## config.mk

```make
export PLATFORM = sky130hd
export DESIGN_NAME = keypad_entry
export DESIGN_NICKNAME = d
export VERILOG_FILES = /design/src/rtl/game_pkg.sv /design/src/rtl/keypad_scanner.sv /design/src/rtl/keypad_entry.sv
export SDC_FILE = /design/constraint.sdc
export NUM_CORES = 1
export LEC_CHECK = 0
export CORE_MARGIN = 2
export CORE_UTILIZATION = 25
export DETAILED_ROUTE_END_ITERATION = 12
export HOLD_SLACK_MARGIN = 0.02
export PLACE_DENSITY_LB_ADDON = 0.1
export SYNTH_ARGS = -nofsm -noshare
export SYNTH_HDL_FRONTEND = slang
export SYNTH_SLANG_ARGS = --single-unit
export TNS_END_PERCENT = 20
```

## constraint.sdc

```tcl
create_clock -name clk -period 4.7 [get_ports clk]
set_input_delay 0.94 -clock clk [delete_from_list [all_inputs] [get_ports clk]]
set_output_delay 0.94 -clock clk [all_outputs]
set_load 0.005 [all_outputs]
```

## src/rtl/game_pkg.sv

```systemverilog
// Shared definitions for the memorization game: digit count, keypad map and
// the key debounce states used by the entry logic.
package game_pkg;

    // Number of hex digits in one entry; value is 4*DIGITS bits wide.
    localparam int DIGITS = 4;

    // Keypad legend indexed by {row, col}; columns run left to right.
    localparam logic [3:0] KEY_MAP [16] = '{
        4'h1, 4'h2, 4'h3, 4'hA,
        4'h4, 4'h5, 4'h6, 4'hB,
        4'h7, 4'h8, 4'h9, 4'hC,
        4'h0, 4'hF, 4'hE, 4'hD
    };

    typedef enum logic [1:0] {
        DEB_IDLE,
        DEB_CAND,
        DEB_HELD,
        DEB_REL
    } deb_state_t;

    // Key code at a given matrix position.
    function automatic logic [3:0] key_lookup(input logic [1:0] row, input logic [1:0] col);
        return KEY_MAP[{row, col}];
    endfunction

endpackage

```

## src/rtl/keypad_scanner.sv

```systemverilog
// Column scanner for a 4x4 active-low keypad. Drives one column low per slot,
// samples the synchronized rows at the end of each slot and classifies each
// full scan as no key, a single key, or several keys.
module keypad_scanner
    import game_pkg::*;
#(
    parameter int SCAN_DIV = 1000
) (
    input  logic       clk,
    input  logic       rst,
    input  logic [3:0] rows,
    output logic [3:0] cols,
    output logic       scanDone,
    output logic [3:0] scanKey,
    output logic       scanValid
);

    localparam int DIV_W = (SCAN_DIV > 1) ? $clog2(SCAN_DIV) : 1;
    localparam logic [DIV_W-1:0] DIV_LAST = DIV_W'(SCAN_DIV - 1);

    logic [3:0]       r_rows_s1;
    logic [3:0]       r_rows_s2;
    logic [DIV_W-1:0] r_div;
    logic [1:0]       r_col;
    // Low contacts seen so far this scan, saturating at 2 (2 means "several").
    logic [1:0]       r_hits;
    logic [3:0]       r_idx;

    logic       w_slot_end;
    logic       w_scan_end;
    logic [1:0] w_sample_hits;
    logic [1:0] w_sample_row;
    logic [1:0] w_tot_hits;
    logic [3:0] w_tot_idx;

    assign w_slot_end = (r_div == DIV_LAST);
    assign w_scan_end = w_slot_end && (r_col == 2'd3);

    // Two-flop synchronizer for the asynchronous row lines (idle high).
    always_ff @(posedge clk or negedge rst) begin
        if (!rst) begin
            r_rows_s1 <= 4'hF;
            r_rows_s2 <= 4'hF;
        end else begin
            r_rows_s1 <= rows;
            r_rows_s2 <= r_rows_s1;
        end
    end

    // Slot divider and column pointer; column advances at the end of each slot.
    always_ff @(posedge clk or negedge rst) begin
        if (!rst) begin
            r_div <= '0;
            r_col <= 2'd0;
        end else if (w_slot_end) begin
            r_div <= '0;
            r_col <= r_col + 2'd1;
        end else begin
            r_div <= r_div + DIV_W'(1);
        end
    end

    // Count low rows in the current sample and remember which one it was.
    always_comb begin
        w_sample_hits = 2'd0;
        w_sample_row  = 2'd0;
        for (int r = 0; r < 4; r++) begin
            if (!r_rows_s2[r]) begin
                w_sample_row  = 2'(r);
                w_sample_hits = (w_sample_hits == 2'd0) ? 2'd1 : 2'd2;
            end
        end
    end

    // Fold the current sample into the per-scan tally.
    always_comb begin
        w_tot_hits = r_hits;
        w_tot_idx  = r_idx;
        if (w_sample_hits != 2'd0) begin
            if (r_hits == 2'd0) begin
                w_tot_hits = w_sample_hits;
                w_tot_idx  = {w_sample_row, r_col};
            end else begin
                w_tot_hits = 2'd2;
            end
        end
    end

    // Keep the tally across slots and clear it once the scan has been reported.
    always_ff @(posedge clk or negedge rst) begin
        if (!rst) begin
            r_hits <= 2'd0;
            r_idx  <= 4'd0;
        end else if (w_slot_end) begin
            if (r_col == 2'd3) begin
                r_hits <= 2'd0;
                r_idx  <= 4'd0;
            end else begin
                r_hits <= w_tot_hits;
                r_idx  <= w_tot_idx;
            end
        end
    end

    assign cols      = ~(4'b0001 << r_col);
    assign scanDone  = w_scan_end;
    assign scanValid = w_scan_end && (w_tot_hits == 2'd1);
    assign scanKey   = key_lookup(w_tot_idx[3:2], w_tot_idx[1:0]);

endmodule

```

## src/rtl/keypad_entry.sv

```systemverilog
// Keypad entry: debounces scanner results into single key presses and shifts
// up to DIGITS accepted hex keys into a 16-bit guess for downstream logic.
module keypad_entry
    import game_pkg::*;
#(
    parameter int SCAN_DIV       = 1000,
    parameter int DEBOUNCE_SCANS = 4
) (
    input  logic        clk,
    input  logic        rst,
    input  logic [3:0]  rows,
    output logic [3:0]  cols,
    input  logic        ack,
    output logic [15:0] value,
    output logic        valueReady,
    output logic        keyValid,
    output logic [3:0]  keyCode
);

    localparam int CNT_W = $clog2(DEBOUNCE_SCANS + 1);
    localparam int DIG_W = $clog2(DIGITS + 1);
    localparam logic [CNT_W-1:0] CNT_ONE  = CNT_W'(1);
    // Counter value at which one more matching scan completes the debounce.
    localparam logic [CNT_W-1:0] CNT_LAST = CNT_W'(DEBOUNCE_SCANS - 1);
    localparam logic [DIG_W-1:0] DIG_LAST = DIG_W'(DIGITS - 1);
    localparam logic [DIG_W-1:0] DIG_FULL = DIG_W'(DIGITS);
    localparam logic             ONE_SCAN = (DEBOUNCE_SCANS <= 1);

    logic       w_scan_done;
    logic       w_scan_valid;
    logic [3:0] w_scan_key;
    logic       w_accept;

    deb_state_t       r_state;
    logic [3:0]       r_cand;
    logic [CNT_W-1:0] r_cnt;
    logic             r_kv;
    logic [3:0]       r_code;
    logic [15:0]      r_value;
    logic [DIG_W-1:0] r_count;
    logic             r_ready;

    keypad_scanner #(
        .SCAN_DIV (SCAN_DIV)
    ) u_scanner (
        .clk       (clk),
        .rst       (rst),
        .rows      (rows),
        .cols      (cols),
        .scanDone  (w_scan_done),
        .scanKey   (w_scan_key),
        .scanValid (w_scan_valid)
    );

    // A press is accepted on the scan that completes the run of matching scans.
    always_comb begin
        w_accept = 1'b0;
        if (w_scan_done && w_scan_valid) begin
            case (r_state)
                DEB_IDLE: w_accept = ONE_SCAN;
                DEB_CAND: w_accept = (w_scan_key == r_cand) && (r_cnt >= CNT_LAST);
                default:  w_accept = 1'b0;
            endcase
        end
    end

    // Debounce FSM, stepped once per scan; also registers the key report.
    always_ff @(posedge clk or negedge rst) begin
        if (!rst) begin
            r_state <= DEB_IDLE;
            r_cand  <= 4'd0;
            r_cnt   <= '0;
            r_kv    <= 1'b0;
            r_code  <= 4'd0;
        end else begin
            r_kv <= w_accept;
            if (w_accept) begin
                r_code <= w_scan_key;
            end
            if (w_scan_done) begin
                case (r_state)
                    DEB_IDLE: begin
                        if (w_scan_valid) begin
                            r_cand  <= w_scan_key;
                            r_cnt   <= CNT_ONE;
                            r_state <= w_accept ? DEB_HELD : DEB_CAND;
                        end
                    end
                    DEB_CAND: begin
                        if (!w_scan_valid) begin
                            r_state <= DEB_IDLE;
                        end else if (w_scan_key != r_cand) begin
                            r_cand <= w_scan_key;
                            r_cnt  <= CNT_ONE;
                        end else if (w_accept) begin
                            r_state <= DEB_HELD;
                        end else begin
                            r_cnt <= r_cnt + CNT_ONE;
                        end
                    end
                    DEB_HELD: begin
                        // No auto-repeat: keys while held are ignored.
                        if (!w_scan_valid) begin
                            r_cnt   <= CNT_ONE;
                            r_state <= ONE_SCAN ? DEB_IDLE : DEB_REL;
                        end
                    end
                    DEB_REL: begin
                        if (w_scan_valid) begin
                            r_state <= DEB_HELD;
                        end else if (r_cnt >= CNT_LAST) begin
                            r_state <= DEB_IDLE;
                        end else begin
                            r_cnt <= r_cnt + CNT_ONE;
                        end
                    end
                    default: r_state <= DEB_IDLE;
                endcase
            end
        end
    end

    // Digit shift register; ack clears the entry and takes priority over a new key.
    always_ff @(posedge clk or negedge rst) begin
        if (!rst) begin
            r_value <= 16'h0000;
            r_count <= '0;
            r_ready <= 1'b0;
        end else if (ack) begin
            r_value <= 16'h0000;
            r_count <= '0;
            r_ready <= 1'b0;
        end else if (w_accept && (r_count < DIG_FULL)) begin
            r_value <= {r_value[11:0], w_scan_key};
            r_count <= r_count + DIG_W'(1);
            r_ready <= (r_count == DIG_LAST);
        end
    end

    assign value      = r_value;
    assign valueReady = r_ready;
    assign keyValid   = r_kv;
    assign keyCode    = r_code;

endmodule

```

==> results.md <==
* Status: finished, final reports clean
* CTS tree: built
* Setup Fix Bufs, Post-CTS at 0
* CP required at approximately 4.9 ns
* Tcrit/Tclk final at 0.849
* Die Ht at 118 um
* Die Area at 13,900 um2
* Max-cap check violation count at 0
* Port Buffers at 32
* Critical Path Start: u_scanner.r_rows_s2[1]
* Routed Antenna Nets at 0
* Final-report max-slew violation count at 0
* Area growth from synthesis to final layout at 23.6%
* Post-Synth Simple-Gate Area at 0.170
* Synth Net Count at around 340
* Slew headroom at 0.469
* Adder-Cell Fraction of Synth Area at 0.0523
* Commonest non-fill, non-tap cell in the layout: dfrtp_1
* Worst-Margin Slew at a little under 0.8 ns
* Largest net degree at the start of global routing at 48
* WL met3 at 277 um
* Vias in the first global route at 2,394
* Drt total wl at around 7800 um
* Final core occ at 0.317
* EDFF count, synth at 0
* Synth warnings at 0
* Grt ovf at 0
* Worst hold path startpoint: u_scanner.r_rows_s1[0]
* Static leakage at 1.84 nW
* Primary FF master, synth: dfrtp_1
* Clock skew at 0.00687 ns
* Starting density of the core at 0.257
* Critical path type: reg -> reg
* Yosys reg bits at 60
* Layout cells sized above 1 at 0.106
* Rows at 41
* Hold Path Class: reg -> reg
* GPL Wtd Cong at roughly 0.80
* I/O Pins at 33
* Cells after synthesis at ~320
* CTS Buffer Depth at 2
* Uppermost layer routed: met4
* Vias at between 2,000 and 2,500
* Complex-gate fraction of the synthesized area at 0.130
* CTS Buf Count at 9
* Final antenna diode count at 0
* Clock sink total at 60
* Final Hold Violating Endpoints at 0
* Seq/Total Area, Yosys at 0.465
* # hold bufs at CTS at 0
* Critical Path AT at 4.20 ns
* Endpoints failing setup at 0
* Crit path max fanout at 9
* Final nets at 363
* Post-synthesis mux area share at 0.0970
* Avg Synthesized Cell Area at slightly above 10 um2
* Share of the synthesized area in the top cell type at 0.400
* R2R Path Start: u_scanner.r_rows_s2[1]
* Startpoint types: flip-flop
* Synthesized area at 3250 um2
* Post-synth ARST share at 1.00
* Peak VDD IR at 0.196 mV
* Core footprint at 12,700 um2
* Setup TNS Final at 0 ns
* First DRT Iteration DRCs at 111
* WL per Instance at 14.9 um
* Largest family of logic cells by synthesized area: simple AND/OR/NAND/NOR gates
* RSZ-0062 raised after global routing: false
* First-pass iteration count of the detailed router at 4
* F_max at 251 MHz
* Cell variety after synth at 56
* Clk_lat worst skew at 0.33 ns
* Dominant cells by area after synthesis: dfrtp_1 40%, dfstp_2 6.5%, mux2i_1 6.5%, ha_1 4.6%, nor2_1 3.7%
* Routed wl met2 at 3450 um
* First-pass GRT wire length at between 10,000 and 15,000 um
* CTS Root Cell: clkbuf_16
* All-Layer GR Usage at 0.118
* Resize count post-CTS at 0
* DRC at 0
* H-tree levels at 3
* Via density at 4.62
* Detail Placement HPWL at around 5300 um
* Synth Area in XOR/XNOR at 0.0350
* Post-synth top area cell: dfrtp_1
* Antenna violations before repair at 0
* Power per cell area at 327 nW/um2
* Die width at roughly 120 um
* Crit. End Element: flip-flop
* M1 wire length at 3900 um
* Tmin final at between 3 and 4 ns
* Most frequent cells in the layout: 52 x dfrtp_1, 32 x nor2_1, 31 x clkdlybuf4s50_1
* Worst-path clk slew at 0.06 ns
## critical path, cell delays in order, from the launching register on
cell and delay, ns:
dfstp_2 0.55, inv_1 0.05, ha_1 0.42, nand4bb_1 0.29
nand2_1 0.21, o21ai_0 0.34, ha_1 0.32, nand3_1 0.07
a21oi_1 0.07, or3_1 0.37, o211a_1 0.23, a211oi_2 0.19
and2_1 0.34, a21oi_2 0.12, mux2_1 0.31
## registers in the layout, summed over array words and instances (netlist names), named ones only
register,flops
r_state,1
keyCode,4
u_scanner.r_div,10
valueReady,1
u_scanner.r_hits,2
r_count,3
u_scanner.r_rows_s2,4
keyValid,1
u_scanner.r_col,2
u_scanner.r_rows_s1,4
r_cnt,3
value,16
u_scanner.r_idx,4
r_cand,4
## metal layers
layer / vias up / track usage
met2: 36 / 0.175
met4: 0 / 0.0505
met5: - / 0
li1: 1173 / -
met1: 1188 / 0.163
met3: 12 / 0.0271
## area by class of cell
type / instances / area (um2)
clock buffers: 11 / 243
clock inverters: 5 / 83.8
fillers: 1342 / 8650
inverters: 16 / 60.1
multi-input cells: 223 / 1580
flip-flops and latches: 60 / 1510
well taps: 172 / 215
repair buffers: 34 / 330
## synthesized netlist by cell type, drive strengths merged, types with 6 or more instances
cell    count
o21ai      14
inv        16
xor2        6
ha         12
nor2       34
nand2      19
mux2i      21
nand3      12
dfrtp      52
o211ai      6
dfstp       8
buf         9
clkbuf      9
mux2        9
xnor2       7
nor3        6
a21oi      16
## worst paths after layout
kind / to / slack [ns] / cells past startpoint
max: r_cand[0] / 0.71 / 14
min: u_scanner.r_rows_s2[0] / 0.35 / 0
max reg2reg: r_cand[0] / 0.71 / 14
min reg2reg: u_scanner.r_rows_s2[0] / 0.35 / 0
max in group asynchronous: u_scanner.r_div[8] / 3.26 / 2
min in group asynchronous: u_scanner.r_idx[1] / 0.51 / 1
## power breakdown
part	leakage, nW	total, mW	switching (mW)	internal (mW)
registers	0.797	0.528	0.00453	0.523
logic	0.892	0.0547	0.0365	0.0183
clock network	0.152	0.733	0.252	0.481
## logic make-up after synthesis
logic type,count (synthesis)
xor+xnor,13
buf+inv,34
compound gates,61
mux,30
fa+ha+maj,14
simple gates,105
flops,60
## per-stage QoR
stage / total power, mW / hold slack (ns) / std cells / setup WS [ns] / instance area, um2
after floorplan: 0.568 / 0.345 / 317 / 1.17 / 3250
after global placement: 0.594 / 0.345 / 505 / 0.809 / 3690
after detailed placement: 0.593 / 0.347 / 505 / 0.724 / 3690
after CTS: 1.34 / 0.354 / 521 / 0.712 / 4020
after global routing: 1.37 / 0.360 / 521 / 0.340 / 4020
final: 1.32 / 0.354 / 521 / 0.709 / 4020
Note: power is estimated with default switching activity, not from simulation.
